## src/rtl/fp_defs.sv

```systemverilog
// Shared definitions for the serial normalizer: default widths, exponent limit and FSM encoding.
package fp_defs;
    localparam int MANT_W  = 24;
    localparam int EXP_W   = 8;
    localparam int EXP_MAX = (1 << EXP_W) - 1;

    typedef enum logic [1:0] {
        ST_IDLE = 2'd0,
        ST_NORM = 2'd1,
        ST_DONE = 2'd2
    } state_t;
endpackage

```

## src/rtl/serial_normalizer_if.sv

```systemverilog
// Request/result bundle between a requester (master) and the serial normalizer (slave).
interface serial_normalizer_if #(
    parameter int MANT_W = fp_defs::MANT_W,
    parameter int EXP_W  = fp_defs::EXP_W
);
    logic              Start;
    logic [MANT_W:0]   Data;
    logic [EXP_W-1:0]  Exp;
    logic              Busy;
    logic              Done;
    logic [MANT_W-1:0] Result;
    logic [EXP_W-1:0]  Exp_out;
    logic [4:0]        Count;
    logic              Direction;
    logic              Zero;
    logic              Underflow;
    logic              Overflow;

    modport master (
        output Start, Data, Exp,
        input  Busy, Done, Result, Exp_out, Count, Direction, Zero, Underflow, Overflow
    );

    modport slave (
        input  Start, Data, Exp,
        output Busy, Done, Result, Exp_out, Count, Direction, Zero, Underflow, Overflow
    );
endinterface

```

## src/rtl/shift_counter_5bit.sv

```systemverilog
// 5-bit shift-distance counter: async reset, synchronous clear (wins over enable), count enable.
module shift_counter_5bit (
    input  logic       Clk,
    input  logic       Clear_n,
    input  logic       clr_i,
    input  logic       en_i,
    output logic [4:0] count_o
);
    logic [4:0] count_q;
    logic [4:0] count_d;

    always_comb begin
        count_d = count_q;
        if (clr_i)
            count_d = '0;
        else if (en_i)
            count_d = count_q + 5'd1;
    end

    always_ff @(posedge Clk or negedge Clear_n) begin
        if (!Clear_n)
            count_q <= '0;
        else
            count_q <= count_d;
    end

    assign count_o = count_q;
endmodule

```

## src/rtl/serial_normalizer.sv

```systemverilog
// Iterative mantissa normalizer: one right shift for a carry-out, or one left shift per cycle
// until the leading one reaches bit MANT_W-1 or the exponent bottoms out.
module serial_normalizer #(
    parameter int MANT_W = fp_defs::MANT_W,
    parameter int EXP_W  = fp_defs::EXP_W
) (
    input logic                Clk,
    input logic                Clear_n,
    serial_normalizer_if.slave bus
);
    import fp_defs::*;

    localparam logic [EXP_W-1:0] EXP_ONE = EXP_W'(1);
    localparam logic [EXP_W-1:0] EXP_OVF = {{(EXP_W-1){1'b1}}, 1'b0};
    localparam logic [4:0]       CNT_MAX = 5'(MANT_W - 1);

    state_t           state_q;
    logic [MANT_W:0]  mant_q;
    logic [EXP_W-1:0] exp_q;
    logic             busy_q, done_q, dir_q, zero_q, unf_q, ovf_q;

    logic       in_norm, accept;
    logic       is_zero, exp_zero, is_carry, is_norm, exp_one, norm_end;
    logic       cnt_clr, cnt_en;
    logic [4:0] cnt;

    assign in_norm  = (state_q == ST_NORM);
    assign accept   = bus.Start && !in_norm;
    assign is_zero  = (mant_q == '0);
    assign exp_zero = (exp_q == '0);
    assign is_carry = mant_q[MANT_W];
    assign is_norm  = mant_q[MANT_W-1];
    assign exp_one  = (exp_q == EXP_ONE);
    assign norm_end = is_zero || exp_zero || is_carry || is_norm || exp_one;

    // Counter steps once for the carry right shift and once per left shift.
    assign cnt_clr = accept;
    assign cnt_en  = in_norm && !exp_zero && (is_carry || !norm_end) && (cnt != CNT_MAX);

    shift_counter_5bit u_cnt (
        .Clk     (Clk),
        .Clear_n (Clear_n),
        .clr_i   (cnt_clr),
        .en_i    (cnt_en),
        .count_o (cnt)
    );

    always_ff @(posedge Clk or negedge Clear_n) begin
        if (!Clear_n) begin
            state_q <= ST_IDLE;
            mant_q  <= '0;
            exp_q   <= '0;
            busy_q  <= 1'b0;
            done_q  <= 1'b0;
            dir_q   <= 1'b0;
            zero_q  <= 1'b0;
            unf_q   <= 1'b0;
            ovf_q   <= 1'b0;
        end else begin
            case (state_q)
                ST_NORM: begin
                    if (norm_end) begin
                        state_q <= ST_DONE;
                        busy_q  <= 1'b0;
                        done_q  <= 1'b0 | 1'b1;
                    end
                    if (is_zero) begin
                        zero_q <= 1'b1;
                        exp_q  <= '0;
                    end else if (exp_zero) begin
                        // A zero exponent on a nonzero value is denormal from the start.
                        unf_q <= 1'b1;
                    end else if (is_carry) begin
                        dir_q <= 1'b0;
                        if (exp_q == EXP_OVF) begin
                            ovf_q  <= 1'b1;
                            exp_q  <= '1;
                            mant_q <= '0;
                        end else begin
                            mant_q <= {1'b0, mant_q[MANT_W:1]};
                            exp_q  <= exp_q + EXP_ONE;
                        end
                    end else if (is_norm) begin
                        exp_q <= exp_q;
                    end else if (exp_one) begin
                        exp_q <= '0;
                        unf_q <= 1'b1;
                    end else begin
                        mant_q <= {mant_q[MANT_W-1:0], 1'b0};
                        exp_q  <= exp_q - EXP_ONE;
                        dir_q  <= 1'b1;
                    end
                end
                default: begin
                    done_q <= 1'b0;
                    if (accept) begin
                        state_q <= ST_NORM;
                        busy_q  <= 1'b1;
                        mant_q  <= bus.Data;
                        exp_q   <= bus.Exp;
                        dir_q   <= 1'b0;
                        zero_q  <= 1'b0;
                        unf_q   <= 1'b0;
                        ovf_q   <= 1'b0;
                    end else begin
                        state_q <= ST_IDLE;
                    end
                end
            endcase
        end
    end

    assign bus.Busy      = busy_q;
    assign bus.Done      = done_q;
    assign bus.Result    = mant_q[MANT_W-1:0];
    assign bus.Exp_out   = exp_q;
    assign bus.Count     = cnt;
    assign bus.Direction = dir_q;
    assign bus.Zero      = zero_q;
    assign bus.Underflow = unf_q;
    assign bus.Overflow  = ovf_q;
endmodule

```

## src/flat_wrapper.sv

```systemverilog
// flat-port wrapper written by rule: the top's interface ports become plain ports
module serial_normalizer_flat import fp_defs::*;
#(
    parameter int MANT_W = fp_defs::MANT_W,
    parameter int EXP_W  = fp_defs::EXP_W
)
  (Clk, Clear_n, bus_Start, bus_Data, bus_Exp, bus_Busy, bus_Done, bus_Result, bus_Exp_out, bus_Count, bus_Direction, bus_Zero, bus_Underflow, bus_Overflow);
  serial_normalizer_if #(.MANT_W(MANT_W), .EXP_W(EXP_W)) bus_i ();
  input logic Clk;
  input logic Clear_n;
  input wire logic [$bits(bus_i.Start)-1:0] bus_Start;
  input wire logic [$bits(bus_i.Data)-1:0] bus_Data;
  input wire logic [$bits(bus_i.Exp)-1:0] bus_Exp;
  output wire logic [$bits(bus_i.Busy)-1:0] bus_Busy;
  output wire logic [$bits(bus_i.Done)-1:0] bus_Done;
  output wire logic [$bits(bus_i.Result)-1:0] bus_Result;
  output wire logic [$bits(bus_i.Exp_out)-1:0] bus_Exp_out;
  output wire logic [$bits(bus_i.Count)-1:0] bus_Count;
  output wire logic [$bits(bus_i.Direction)-1:0] bus_Direction;
  output wire logic [$bits(bus_i.Zero)-1:0] bus_Zero;
  output wire logic [$bits(bus_i.Underflow)-1:0] bus_Underflow;
  output wire logic [$bits(bus_i.Overflow)-1:0] bus_Overflow;
  assign bus_i.Start = bus_Start;
  assign bus_i.Data = bus_Data;
  assign bus_i.Exp = bus_Exp;
  assign bus_Busy = bus_i.Busy;
  assign bus_Done = bus_i.Done;
  assign bus_Result = bus_i.Result;
  assign bus_Exp_out = bus_i.Exp_out;
  assign bus_Count = bus_i.Count;
  assign bus_Direction = bus_i.Direction;
  assign bus_Zero = bus_i.Zero;
  assign bus_Underflow = bus_i.Underflow;
  assign bus_Overflow = bus_i.Overflow;
  serial_normalizer #(.MANT_W(MANT_W), .EXP_W(EXP_W)) u_core (.Clk(Clk), .Clear_n(Clear_n), .bus(bus_i));
endmodule
```

## config.mk

```make
export PLATFORM = sky130hd
export DESIGN_NAME = serial_normalizer_flat
export DESIGN_NICKNAME = d
export VERILOG_FILES = /design/src/rtl/fp_defs.sv /design/src/rtl/serial_normalizer_if.sv /design/src/rtl/shift_counter_5bit.sv /design/src/rtl/serial_normalizer.sv /design/src/flat_wrapper.sv
export SDC_FILE = /design/constraint.sdc
export NUM_CORES = 1
export LEC_CHECK = 0
export BUFFER_PORTS_ARGS = -buffer_cell sky130_fd_sc_hd__buf_2
export CORE_ASPECT_RATIO = 1.75
export CORE_MARGIN = 4
export CORE_UTILIZATION = 40
export CTS_CLUSTER_DIAMETER = 120
export CTS_CLUSTER_SIZE = 25
export DETAILED_ROUTE_END_ITERATION = 8
export SLEW_MARGIN = 25
export SYNTH_ARGS = -nofsm -noshare
export SYNTH_HDL_FRONTEND = slang
export SYNTH_HIERARCHICAL = 1
export SYNTH_SLANG_ARGS = --single-unit
export TNS_END_PERCENT = 1
```

## constraint.sdc

```tcl
create_clock -name Clk -period 2.7 [get_ports Clk]
set_clock_uncertainty 0.05 [all_clocks]
set_input_delay 0.54 -clock Clk [delete_from_list [all_inputs] [get_ports Clk]]
set_output_delay 0.54 -clock Clk [all_outputs]
set_load 0.005 [all_outputs]
```

==> flow_metrics.env <==
export IMPL_slew_viol_final=0
export IMPL_yosysWarnings=6
export IMPL_worst_slew_pin_slew_ps=1040
export IMPL_grt_max_degree=31
export IMPL_wl_met1_um=3300
export IMPL_cts_clk_slew_worst_paths_ps=70
export IMPL_grt_pass1_wl_um=14200
export IMPL_cp_start_kind="flip-flop"
export IMPL_synthArstFlopShare=1.00
export IMPL_grt_pass1_vias=2949
export IMPL_maxCapViolCount=0
export IMPL_post_route_drc_count=0
export IMPL_syn_num_nets=396
export IMPL_setup_tns_ps=0
export IMPL_place_gp_congestion=0.873
export IMPL_grt_overflow=0
export IMPL_cts_resized=0
export IMPL_die_x_um=74.2
export IMPL_vias_per_cell=5.66
export IMPL_drt_pass1_iterations=4
export IMPL_cts_root_buffer="clkbuf_16"
export IMPL_regArea_um2=1130
export IMPL_yosys_area_top_type_share=0.367
export IMPL_die_area_um2=9190
export IMPL_cts_setup_buffers=0
export IMPL_total_power_uw=4760
export IMPL_synth_area_top_cells="dfrtp_1, mux2_2, buf_4, nand2_1, o21ai_0"
export IMPL_cp_max_fo=6
export IMPL_hp_class="in -> async"
export IMPL_ys_seq_area_frac=0.367
export IMPL_powerDensity_nw_per_um2=1300
export IMPL_critPathArrivalTime_ps=2660
export IMPL_holdWs_ps=64.9
export IMPL_yosysTopAreaCell="dfrtp_1"
export IMPL_rrSetupSlack_ps=160
export IMPL_p_leak_uw=0.00166
export IMPL_synth_flop_cell="dfrtp_1"
export IMPL_startpoint="u_core/mant_q[16]"
export IMPL_synthesis_area_um2=3070
export IMPL_holdBufCountCts=0
export IMPL_drt_wl_total_um=8820
export IMPL_synth_seq_cells=45
export IMPL_ir_drop_v=0.000398
export IMPL_timing_final_crit_share=0.941
export IMPL_portBuffers=78
export IMPL_mostFrequentLayoutCells="buf_2, dfrtp_1, nand2_1, nor2_1, o21ai_0"
export IMPL_row_count=42
export IMPL_htree_levels=2
export IMPL_postSynthCellCount=355
export IMPL_clk_path_buf_depth=2
export IMPL_status="completed"
export IMPL_placedCellCount=500
export IMPL_multi_input_area_um2=1670
export IMPL_drt_iter0_drc=141
export IMPL_detail_route_antenna_nets=0
export IMPL_crit_type="reg -> reg"
export IMPL_cp_endpoint="u_core/u_cnt/count_o[3]"
export IMPL_avgSynthCellArea_um2=8.64
export IMPL_final_area_um2=3670
export IMPL_drive_gt1_frac=0.362
export IMPL_ys_types=56
export IMPL_dpl_hpwl_um=6650
export IMPL_fin_cells=508
export IMPL_syn2layout_area_growth_pct=19.6
export IMPL_cts_tree="built"
export IMPL_wl_per_cell_um=17.4
export IMPL_max_freq_mhz=394
export IMPL_antenna_found_initial=0
export IMPL_grt_use_total=0.199
export IMPL_r2r_end="u_core/u_cnt/count_o[3]"
export IMPL_r2r_start="u_core/mant_q[16]"
export IMPL_wl_met2_um=4770
export IMPL_vias=2874
export IMPL_nets=460
export IMPL_core_um2=7510
export IMPL_placed_area_um2=3490
export IMPL_hold_viol=0
export IMPL_diodes=0
export IMPL_clock_sinks=45
export IMPL_synth_edf_count=0
export IMPL_numCtsBuffers=5
export IMPL_pin_count=79
export IMPL_layout_min_cycle_time_ps=2540
export IMPL_final_common_cell="buf_2"
export IMPL_reg2reg_depth=8
export IMPL_clk_latency_ps=290
export IMPL_setup_viol=0
export IMPL_start_util=0.408
export IMPL_die_y_um=124
export IMPL_relSlewSlack=0.309
export IMPL_highest_layer="met4"
export IMPL_met3_wirelength_um=445
export IMPL_fillers=772
export IMPL_end_kind="flip-flop"
export IMPL_cp_required_ps=2820
==> per-stage QoR <==
step | util | worst slack [ps]
after floorplan | - | 374
after global placement | 0.463 | 115
after detailed placement | 0.465 | 99.8
after CTS | 0.486 | 104
after global routing | 0.488 | -13.4
final | 0.488 | 159
==> where the power goes <==
part           internal [uW]  leakage, uW  switching [uW]
Clock                    373    0.0000775             271
Sequential               991     0.000546             392
Combinational           1300      0.00103            1440
==> cells by family after synthesis <==
| family | Yosys count | synth area share |
|---|---|---|
| and+or+nand+nor | 122 | 0.190 |
| AOI/OAI and AO/OA | 92 | 0.184 |
| buffers and inverters | 53 | 0.0991 |
| DFF | 45 | 0.367 |
| muxes | 34 | 0.128 |
| adders and majority gates | 5 | 0.0204 |
| xor gates and xnor gates | 4 | 0.0114 |
==> routing by layer <==
layer  up-vias  global-route usage
met2        87               0.361
met3        23              0.0275
met4         0              0.0930
met5         -                   0
met1      1397               0.222
li1       1367                   -
==> cell usage after synthesis, drive strengths merged (2+ instances only) <==
library cell / instances
a211oi: 4
a21oi: 25
a311oi: 2
a31oi: 3
a41oi: 2
buf: 34
clkbuf: 10
dfrtp: 45
ha: 5
inv: 9
mux2: 29
mux2i: 4
nand2: 43
nand2b: 3
nand3: 8
nand4: 4
nor2: 37
nor2b: 4
nor3: 2
nor3b: 2
nor4: 7
o21a: 7
o21ai: 33
o22ai: 2
o31ai: 3
or2: 3
or3b: 2
or4: 2
xnor2: 3
==> worst min-delay path by stage <==
stage / cells after the start / slack, ps / end / from
global route: 1 / 80 / u_core/mant_q[4] / Clear_n
floorplan: 0 / 190 / u_core/bus.Busy / Clear_n
detailed placement: 1 / 380 / u_core/bus.Zero / Clear_n
global placement: 1 / 380 / u_core/mant_q[4] / Clear_n
CTS: 1 / 70 / u_core/mant_q[4] / Clear_n
finish: 1 / 60 / u_core/mant_q[4] / Clear_n
==> flip-flops by register name, summed over array words and instances, names as in the netlist <==
name / flops
u_core/bus.Busy: 1
u_core/bus.Direction: 1
u_core/bus.Done: 1
u_core/bus.Exp_out: 8
u_core/bus.Overflow: 1
u_core/bus.Underflow: 1
u_core/bus.Zero: 1
u_core/mant_q: 25
u_core/state_q: 1
u_core/u_cnt/count_o: 5
==> critical path, cell delays in order, from the launching register on <==
cell      delay (ps)
dfrtp_1          430
nor4_2           370
buf_4            170
nand4_1          140
or2_2            390
a31oi_1          260
a211oi_2         120
nand4_1          160
mux2_1           330
==> cell type report <==
| type | instances | share of cell area |
|---|---|---|
| Clock buffer | 6 | 0.0379 |
| Clock inverter | 2 | 0.00477 |
| Inverter | 9 | 0.00921 |
| Multi-Input combinational cell | 257 | 0.456 |
| Sequential cell | 45 | 0.307 |
| Tap cell | 88 | 0.0300 |
| Timing Repair Buffer | 101 | 0.156 |
No activity file was read; power rests on OpenSTA's default activity.
